--- src/rtl/upsample_stream_if.sv ---
// Streaming handshake bundle for upsample_stream: input element stream in, upsampled stream out.
// The slave modport is the upsampler's view; the master modport is the producer/consumer side.
interface upsample_stream_if #(
    parameter int DATA_WIDTH = 8
);
    logic                  in_valid;
    logic                  in_ready;
    logic [DATA_WIDTH-1:0] in_data;
    logic                  out_valid;
    logic                  out_ready;
    logic [DATA_WIDTH-1:0] out_data;
    logic                  out_last;

    modport slave (
        input  in_valid, in_data, out_ready,
        output in_ready, out_valid, out_data, out_last
    );

    modport master (
        output in_valid, in_data, out_ready,
        input  in_ready, out_valid, out_data, out_last
    );
endinterface

--- src/rtl/upsample_stream.sv ---
// Nearest-neighbour upsampler: each element is repeated SCALE times per row, and each row is
// replayed SCALE-1 more times from a one-row line buffer, with a single registered output stage.
module upsample_stream #(
    parameter int DATA_WIDTH = 8,
    parameter int IN_HEIGHT  = 14,
    parameter int IN_WIDTH   = 14,
    parameter int CHANNELS   = 1,
    parameter int SCALE      = 2
) (
    input  logic             clk,
    input  logic             rst_n,
    upsample_stream_if.slave bus
);
    localparam int HX_W  = (SCALE > 1)     ? $clog2(SCALE)     : 1;
    localparam int COL_W = (IN_WIDTH > 1)  ? $clog2(IN_WIDTH)  : 1;
    localparam int ROW_W = (IN_HEIGHT > 1) ? $clog2(IN_HEIGHT) : 1;
    localparam int CH_W  = (CHANNELS > 1)  ? $clog2(CHANNELS)  : 1;

    localparam logic [HX_W-1:0]  HX_LAST  = HX_W'(SCALE - 1);
    localparam logic [HX_W-1:0]  VY_LAST  = HX_W'(SCALE - 1);
    localparam logic [COL_W-1:0] COL_LAST = COL_W'(IN_WIDTH - 1);
    localparam logic [ROW_W-1:0] ROW_LAST = ROW_W'(IN_HEIGHT - 1);
    localparam logic [CH_W-1:0]  CH_LAST  = CH_W'(CHANNELS - 1);

    typedef enum logic {LIVE, REPLAY} state_t;

    state_t           state, state_nx;
    logic [HX_W-1:0]  hx, hx_nx, vy, vy_nx;
    logic [COL_W-1:0] col, col_nx;
    logic [ROW_W-1:0] row, row_nx;
    logic [CH_W-1:0]  ch, ch_nx;

    logic [DATA_WIDTH-1:0] data_p0;
    logic                  vld_p0;
    logic                  last_p0;
    logic [DATA_WIDTH-1:0] line_buf [IN_WIDTH];

    logic slot_free, take, load, elem_last;

    // The counters index the next element to be loaded into the output register,
    // so a new input can be accepted while the previous element is still draining.
    assign slot_free    = !vld_p0 || bus.out_ready;
    assign bus.in_ready = rst_n && (state == LIVE) && (hx == '0) && slot_free;
    assign take         = bus.in_valid && bus.in_ready;
    assign elem_last    = (ch == CH_LAST) && (row == ROW_LAST) && (vy == VY_LAST) &&
                          (col == COL_LAST) && (hx == HX_LAST);

    assign bus.out_valid = vld_p0;
    assign bus.out_data  = data_p0;
    assign bus.out_last  = last_p0;

    always_comb begin
        state_nx = state;
        hx_nx    = hx;
        col_nx   = col;
        vy_nx    = vy;
        row_nx   = row;
        ch_nx    = ch;
        load     = 1'b0;
        if (slot_free) load = (state == REPLAY) || (hx != '0) || take;
        if (load) begin
            if (hx != HX_LAST) begin
                hx_nx = hx + 1'b1;
            end else begin
                hx_nx = '0;
                if (col != COL_LAST) begin
                    col_nx = col + 1'b1;
                end else begin
                    col_nx = '0;
                    if (vy != VY_LAST) begin
                        vy_nx    = vy + 1'b1;
                        state_nx = REPLAY;
                    end else begin
                        vy_nx    = '0;
                        state_nx = LIVE;
                        if (row != ROW_LAST) begin
                            row_nx = row + 1'b1;
                        end else begin
                            row_nx = '0;
                            ch_nx  = (ch == CH_LAST) ? '0 : ch + 1'b1;
                        end
                    end
                end
            end
        end
    end

    // Output stage p0: fresh input, held value for horizontal replicas, or line buffer in REPLAY.
    always_ff @(posedge clk or negedge rst_n) begin
        if (!rst_n) begin
            state   <= LIVE;
            hx      <= '0;
            col     <= '0;
            vy      <= '0;
            row     <= '0;
            ch      <= '0;
            vld_p0  <= 1'b0;
            last_p0 <= 1'b0;
            data_p0 <= '0;
        end else begin
            state <= state_nx;
            hx    <= hx_nx;
            col   <= col_nx;
            vy    <= vy_nx;
            row   <= row_nx;
            ch    <= ch_nx;
            if (load) begin
                vld_p0  <= 1'b1;
                last_p0 <= elem_last;
                if (state == REPLAY) data_p0 <= line_buf[col];
                else if (hx == '0)   data_p0 <= bus.in_data;
            end else if (slot_free) begin
                vld_p0  <= 1'b0;
                last_p0 <= 1'b0;
            end
        end
    end

    always_ff @(posedge clk) begin
        if (take) line_buf[col] <= bus.in_data;
    end
endmodule

--- src/flat_wrapper.sv ---
// flat-port wrapper written by rule: the top's interface ports become plain ports
module upsample_stream_flat 
#(
    parameter int DATA_WIDTH = 8,
    parameter int IN_HEIGHT  = 14,
    parameter int IN_WIDTH   = 14,
    parameter int CHANNELS   = 1,
    parameter int SCALE      = 2
)
  (clk, rst_n, bus_in_valid, bus_in_data, bus_out_ready, bus_in_ready, bus_out_valid, bus_out_data, bus_out_last);
  upsample_stream_if #(.DATA_WIDTH(DATA_WIDTH)) bus_i ();
  input  logic clk;
  input  logic rst_n;
  input wire logic [$bits(bus_i.in_valid)-1:0] bus_in_valid;
  input wire logic [$bits(bus_i.in_data)-1:0] bus_in_data;
  input wire logic [$bits(bus_i.out_ready)-1:0] bus_out_ready;
  output wire logic [$bits(bus_i.in_ready)-1:0] bus_in_ready;
  output wire logic [$bits(bus_i.out_valid)-1:0] bus_out_valid;
  output wire logic [$bits(bus_i.out_data)-1:0] bus_out_data;
  output wire logic [$bits(bus_i.out_last)-1:0] bus_out_last;
  assign bus_i.in_valid = bus_in_valid;
  assign bus_i.in_data = bus_in_data;
  assign bus_i.out_ready = bus_out_ready;
  assign bus_in_ready = bus_i.in_ready;
  assign bus_out_valid = bus_i.out_valid;
  assign bus_out_data = bus_i.out_data;
  assign bus_out_last = bus_i.out_last;
  upsample_stream #(.DATA_WIDTH(DATA_WIDTH), .IN_HEIGHT(IN_HEIGHT), .IN_WIDTH(IN_WIDTH), .CHANNELS(CHANNELS), .SCALE(SCALE)) u_core (.clk(clk), .rst_n(rst_n), .bus(bus_i));
endmodule
--- config.mk ---
export PLATFORM = sky130hd
export DESIGN_NAME = upsample_stream_flat
export DESIGN_NICKNAME = d
export VERILOG_FILES = /design/src/rtl/upsample_stream_if.sv /design/src/rtl/upsample_stream.sv /design/src/flat_wrapper.sv
export SDC_FILE = /design/constraint.sdc
export NUM_CORES = 1
export LEC_CHECK = 0
export CORE_UTILIZATION = 30
export CTS_CLUSTER_DIAMETER = 80
export CTS_CLUSTER_SIZE = 8
export DETAILED_ROUTE_END_ITERATION = 8
export HOLD_SLACK_MARGIN = 0.08
export SLEW_MARGIN = 20
export SYNTH_ARGS = -nofsm -noshare
export SYNTH_HDL_FRONTEND = slang
export SYNTH_SLANG_ARGS = --single-unit
--- constraint.sdc ---
create_clock -name clk -period 3 [get_ports clk]
set_clock_uncertainty 0.05 [all_clocks]
set_input_delay 0.45 -clock clk [delete_from_list [all_inputs] [get_ports clk]]
set_output_delay 0.45 -clock clk [all_outputs]
set_load 0.005 [all_outputs]
Word-level counts from Yosys, hierarchy flattened
Memories as Yosys holds them, arrays and structs flattened. A register that Yosys moved wholly into a read port is not among the register bits. Index checks and enable logic that the tools add are counted. Widths: inputs -> output; s select.

Multiplexer cells: 12. $add $sub $neg: 5. Equality and inequality tests: 5. Reductions and logical operators: 19. Bitwise operators: 5.

Operators by type and width (count): $mux 1 (10); $add 4x1->4 const B (2); $eq 4x4->1 const B (2); $logic_and 1x1->1 (8); $mux 4 (2); $ne 4x4->1 const B (2); $not 1->1 (5); $reduce_and 5->1 (1); $reduce_and 2->1 (2); $reduce_and 4->1 (1); $add 1x1->1 const B (3); $logic_or 1x1->1 (3); $reduce_and 3->1 (1); $logic_not 1->1 (2); $ne 2x1->1 const B (1); $reduce_bool 2->1 (1).

Word-level logic and storage cells: 55. RAM bits: 112. Bits of input ports: 12. Output and inout port bits: 11. Memories: 1. Flip-flop bits (word level): 14.

Memory list: u_core.line_buf (depth 14, bits a word 8, read ports 1, clocked after Yosys merged registers in 1, wr ports 1, line upsample_stream.sv:36) `logic [DATA_WIDTH-1:0] line_buf [IN_WIDTH];`.

Depth between registers and ports, before layout
Gate-level depths: netlist of the first run.

Word-level depth: 8. Gate-level depth with buffers: 7. Depth with buffers taken out: 5.

Worst setup path after synthesis of the first run
Ideal clock, no wire load.

Path type: register to register. From: reg u_core.vld_p0 (netlist: u_core.bus.out_valid). To: mem u_core.line_buf[13][0], enable pin. Stages on the path, launching flop included: 8. Clock period less this slack: 2294 ps. Required time: 2580 ps. Setup slack: 706 ps. Data arrival time: 1874 ps. Library setup time: 370 ps. Path buffers: 2. Cell sequence: dfrtp_1 nor2b_1 or4_4 buf_6 buf_6 nor2_4 nand2_2 nor2_1.

Cells in the longest elaborated chain, start to end: 6.

RTL lines: from (decl) (line upsample_stream.sv:34) `logic vld_p0;`; from (signal assigned) (line upsample_stream.sv:97) `vld_p0 <= 1'b0;`; from (signal assigned) (line upsample_stream.sv:108) `vld_p0 <= 1'b1;`; from (signal assigned) (line upsample_stream.sv:113) `vld_p0 <= 1'b0;`; $logic_not 1->1 (line upsample_stream.sv:42) `assign slot_free = !vld_p0 || bus.out_ready;`; $logic_or 1x1->1 (line upsample_stream.sv:42); $logic_and 1x1->1 (line upsample_stream.sv:43) `assign bus.in_ready = rst_n && (state == LIVE) && (hx == '0) && slot_free;`; $logic_and 1x1->1 (line upsample_stream.sv:44) `assign take = bus.in_valid && bus.in_ready;`; $mux 1 (line upsample_stream.sv:120) `if (take) line_buf[col] <= bus.in_data;`; $mux 1 (not written as such) (line upsample_stream.sv:120); to (decl) (line upsample_stream.sv:36).

No other way between the ends.

==> qor.csv, run 1 <==
metric,value,unit
cts_setup_buffers,0,
path_class,reg2reg,
syn2layout_area_growth,21.9,%
crit_required,3.31,ns
wire_per_inst,18.3,um
async_flop_share,0.152,
maxSlewViolCount,0,
synthMostInstantiatedCell,edfxtp_1,
final_nets,405,
routed_wl,11500,um
reg2reg_depth,5,
irDropWorstVdd,0.000477,V
synth_flop_cell,edfxtp_1,
ys_warn_count,0,
ys_top_cells_by_area,"edfxtp_1 63%, mux2i_1 10%, dfrtp_1 9.3%",
drtIter0Drc,174,
yosys-top-cells-count,"112 x edfxtp_1, 54 x mux2i_1, 31 x nor2_1, 23 x o22ai_1, 20 x dfrtp_1",
ctsResizeCount,0,
n_antenna_cell,0,
antenna_found_initial,0,
final_hold_viol_count,0,
fmax,378,MHz
arrival,2.96,ns
leakage,2.36,nW
cts_tree,yes,
numCtsBuffers,17,
outcome,"finished, final reports clean",
io_buffers,22,
drive_gt1_frac,0.153,
postLayoutCellArea,6550,sq um
fin_tns_setup,0,ns
rsz0062_at_grt,no,
min_period_over_period,0.882,
htreeDepth,4,
cts-root-buf,clkbuf_16,
fp-row-count,48,
die_area,18400,sq um
finalWeightedCongestion,0.805,
die_height,136,um
maxCapViolCount,0,
placed_cells,599,
grt_usage,0.136,
core-area,17400,sq um
place_area,5950,sq um
place_hpwl,7740,um
synth_top_area_share,0.626,
syn_nets,359,
grt_first_pass_wirelength,17600,um
netlist_area,5370,sq um
cts_buffer_depth,2,
grt_pass1_vias,3083,
pin_count,23,
grt_overflow,0,
setup_viol,0,
synth.avg_cell_area,15.5,sq um
ys_ff_latch,132,
dp_slack,0.325,ns
clock_sinks,132,
min_path_type,in2async,
maxSlewHeadroom,0.355,
drtPass1Iterations,4,
layoutNonFillerInstCount,631,
avgViaCountPerCell,4.83,
cts_hold_buf,0,
die_w,136,um
cp_max_fo,22,
cp-start-kind,flop,
vias,3049,
finalCriticalPeriod,2.65,ns
drc,0,
synth_edf_count,112,
drtAntennaViolNets,0,
grt_max_degree,25,
start_util,0.308,
final_core_util,0.376,
clk_pin_slew,0.06,ns
yosysSeqAreaShare,0.719,
yosysTopAreaCell,edfxtp_1,
clk_latency,0.42,ns
fin_ws,0.353,ns
synth_cells,347,
ys_types,36,
cp-end-kind,flop,
tightest_slew,0.968,ns
p_per_area,890,nW/um^2
## routing by layer
metal	vias to the layer above	wire (um)	track usage
met2	88	5540	0.213
met4	0	164	0.0574
met3	14	613	0.0441
li1	1433	-	-
met1	1514	5220	0.172
met5	-	0	0
## power breakdown
part	total, mW	internal (mW)	switching [mW]	leakage (nW)
sequential	2.38	2.15	0.233	1.27
clock	2.08	1.37	0.713	0.294
combinational	1.37	0.643	0.722	0.796
total	5.83	4.16	1.67	2.36
## layout by cell type (no fill, tap or decap), types with 2 or more instances in the layout
master           Yosys  layout
clkinv_1             0       4
a21o_1              11      11
buf_4                0      24
clkdlybuf4s50_1      0      22
or3b_1               3       3
nand3_1              2       2
nand3b_1             2       2
nor3_1               6       6
inv_1                2       2
clkbuf_1             5       2
o22ai_1             23      23
nor3_2               2       2
mux2i_1             54      54
clkbuf_16            0      17
nand2_2              2       2
nor4_1               8       8
nand2b_1             3       3
a211oi_1             9       9
nor2b_1              2       2
xnor2_1              3       3
clkinv_2             0       4
bufinv_16            0       4
nor2_1              31      31
nand2_1             14      14
edfxtp_1           112     112
dfrtp_1             20      19
o21ai_0              5       5
## worst paths after layout
path                       slack, ns                   start                endpoint
max reg2reg                     0.35           u_core.col[0]  u_core.bus.out_data[5]
min in group clk                0.42  u_core.bus.out_data[2]  u_core.bus.out_data[2]
max                             0.35           u_core.col[0]  u_core.bus.out_data[5]
min reg2reg                     0.42  u_core.bus.out_data[2]  u_core.bus.out_data[2]
min                             0.39                   rst_n               u_core.vy
max in group asynchronous       2.29                   rst_n           u_core.col[1]
## logic make-up after synthesis
| group | after synthesis | share of synthesized area |
|---|---|---|
| AOI/OAI and AO/OA | 50 | 0.0631 |
| xor gates and xnor gates | 3 | 0.00489 |
| buffers and inverters | 22 | 0.0247 |
| DFF | 132 | 0.719 |
| muxes | 56 | 0.107 |
| and+or+nand+nor | 84 | 0.0809 |
## worst max-delay path, cell delays in order (launching register included)
cell	delay [ns]
dfrtp_1	0.97
nand3b_1	0.50
o22ai_1	0.43
nor4_1	0.14
a211oi_1	0.35
a21o_1	0.13
## area by class of cell
class	instances	area [sq um]
clock buffers	19	433
clock inverters	13	164
fillers	1620	10900
inverters	2	7.51
multi-input cells	193	1380
flip-flops and latches	132	3860
well taps	225	282
repair buffers	47	420
## flip-flops by register name, indices dropped and copies added, names as in the netlist
| name | flops |
|---|---|
| u_core.line_buf | 112 |
| u_core.bus.out_data | 8 |
| u_core.col | 4 |
| u_core.row | 4 |
| u_core.bus.out_last | 1 |
| u_core.bus.out_valid | 1 |
| u_core.hx | 1 |
| u_core.vy | 1 |
## per-stage QoR
step | hold WS, ns | power (mW)
detailed placement | 0.416 | 3.77
floorplan | 0.104 | 3.32
CTS | 0.386 | 5.86
finish | 0.388 | 5.83
global placement | 0.410 | 3.74
global route | 0.403 | 6.07
Power figures use the tool's default switching activity.
==> inputs of run 2 (changes only) <==
Settings changed: GPL_ROUTABILITY_DRIVEN set to 0.
Clock period 3 ns to 2.2 ns, I/O delays scaled along.
==> run 2 against run 1 <==
Compared with the run above:
- hold slack got worse by 0.14 ns
- wire length increased by 6.3%
- utilization rose by 1.7 points
- critical endpoint is now u_core.bus.out_data[7]
- non-clock buffer count rose by 35
- register-to-register slack got worse by 0.31 ns
- final cell count is 5.5% higher
- clock-buffer cell count shrank 2
- largest power group unchanged
- via count increased by 5.9%
==> qor.csv, run 2 (synthesis gave the netlist of run 1 again) <==
metric,value,unit,change
cp_max_fo,13,,-41%
start_util,0.308,,unchanged
sw_frac_of_total,0.294,,+0.00837
grt_max_degree,22,,-12%
finalCriticalPeriod,2.15,ns,-0.495 ns
largest_reg_flops,112,,unchanged
p_sw,2.47,mW,+48%
drtAntennaViolNets,0,,unchanged
final_cell_mix,"112 x edfxtp_1, 58 x buf_4, 54 x mux2i_1, 31 x nor2_1, 23 x o22ai_1",,
drc,0,,unchanged
cts_hold_buf,0,,unchanged
pin_count,23,,unchanged
seqPwrFrac,0.373,,-0.036
cts_buffer_depth,2,,unchanged
rsz0062_at_grt,no,,
final_nets,440,,+8.6%
fmax,465,MHz,+23%
antenna_found_initial,0,,unchanged
drtIter0Drc,280,,+61%
grt_first_pass_wirelength,19000,um,+8.3%
leakage,2.54,nW,+7.6%
grt_overflow,0,,unchanged
maxCapViolCount,0,,unchanged
io_buffers,22,,unchanged
fp-row-count,48,,unchanged
avgViaCountPerCell,4.85,,+0.37%
postLayoutCellArea,6840,sq um,+4.5%
tightest_slew,0.394,ns,-0.574 ns
core-area,17400,sq um,unchanged
final_hold_viol_count,0,,unchanged
fin_tns_setup,0,ns,unchanged
drtPass1Iterations,4,,unchanged
syn2layout_area_growth,27.4,%,
outcome,"finished, final reports clean",,
min_path_type,in2async,,
clock_sinks,132,,unchanged
vias,3230,,+5.9%
place_hpwl,8700,um,+12%
maxSlewViolCount,0,,unchanged
place_area,6170,sq um,+3.8%
cp-end-kind,flop,,
regMostFlops,u_core.line_buf,,
grt_pass1_vias,3284,,+6.5%
cts-root-buf,clkbuf_16,,
cp-start-kind,flop,,
crit_required,2.50,ns,-0.81 ns
p_int,5.92,mW,+42%
die_area,18400,sq um,unchanged
p_per_area,1230,nW/um^2,+38%
path_class,reg2reg,,
n_antenna_cell,0,,unchanged
min_period_over_period,0.978,,+0.0959
htreeDepth,4,,unchanged
arrival,2.45,ns,-0.51 ns
pwr-share-comb,0.283,,+0.049
routed_wl,12300,um,+6.3%
cts_tree,yes,,
drive_gt1_frac,0.234,,+0.0809
die_height,136,um,unchanged
numCtsBuffers,17,,unchanged
irDropWorstVdd,0.000683,V,+43%
grt_usage,0.147,,+0.0104
clk_latency,0.43,ns,about the same
pwr-share-clk,0.343,,-0.014
setup_viol,0,,unchanged
final_common_cell,edfxtp_1,,
maxSlewHeadroom,0.737,,+0.383
die_w,136,um,unchanged
clk_pin_slew,0.06,ns,about the same
wire_per_inst,18.4,um,+0.73%
-- run 2: cell types whose count changed in the layout (fill, tap and decap cells not counted), moves of 2 or more --
cell	change
clkinv_4	+2
clkinv_1	-3
clkinvlp_4	+2
clkinv_2	-2
buf_4	+34
inv_6	+4
clkbuf_1	-2
-- run 2: power by group through the flow --
stage / clock network (mW) / logic [mW] / registers [mW]
6_report: 2.88 / 2.38 / 3.13
5_1_grt: 3.02 / 2.56 / 3.15
4_1_cts: 2.93 / 2.25 / 3.16
3_5_place_dp: 0 / 2.23 / 3.21
3_3_place_gp: 0 / 2.20 / 3.20
2_1_floorplan: 0 / 1.45 / 3.07
-- run 2: cell type report --
cell class	instances	area, sq um
sequential	132	3870
fill	1598	10600
tap	225	282
clock buffer	17	425
multi-input combinational	193	1390
inverter	2	7.51
clock inverter	15	180
timing repair buffer	82	694
-- run 2: per-stage QoR --
step	util	hold slack, ns	setup WS (ns)	std cells	power [mW]
after global placement	0.354	0.410	-0.140	629	5.40
after CTS	0.390	0.245	0.0634	661	8.35
after detailed placement	0.354	0.417	-0.106	629	5.44
after global routing	0.393	0.274	0.00465	666	8.74
final	0.393	0.245	0.0477	666	8.39
after floorplan	-	-0.0156	-0.0939	347	4.52
-- run 2: metal layers --
metal	up-vias	global-route usage	wire, um
li1	1495	-	-
met1	1636	0.179	5300
met2	85	0.236	6070
met3	14	0.0468	716
met4	0	0.0655	187
met5	-	0	0
-- run 2: path summary, 6_finish.rpt --
| path | startpoint | endpoint | slack [ns] | cells after the start |
|---|---|---|---|---|
| min reg2reg | u_core.row[0] | u_core.row[0] | 0.43 | 1 |
| max | u_core.col[0] | u_core.bus.out_data[7] | 0.05 | 5 |
| max in group asynchronous | rst_n | u_core.col[1] | 1.61 | 2 |
| min | rst_n | u_core.bus.out_last | 0.25 | 2 |
| max reg2reg | u_core.col[0] | u_core.bus.out_data[7] | 0.05 | 5 |
| min in group clk | u_core.row[0] | u_core.row[0] | 0.43 | 1 |
-- run 2: worst max-delay path: stages (launching register included) --
cell	delay, ns
dfrtp_2	0.52
or3b_1	0.60
o22ai_1	0.32
nor4_1	0.08
a211oi_1	0.39
a21o_1	0.13
-- run 2: repair_timing --
item,in CTS,in global routing
buffers inserted,0,5
setup endpoints to repair,2,22
gates resized for setup,4,1
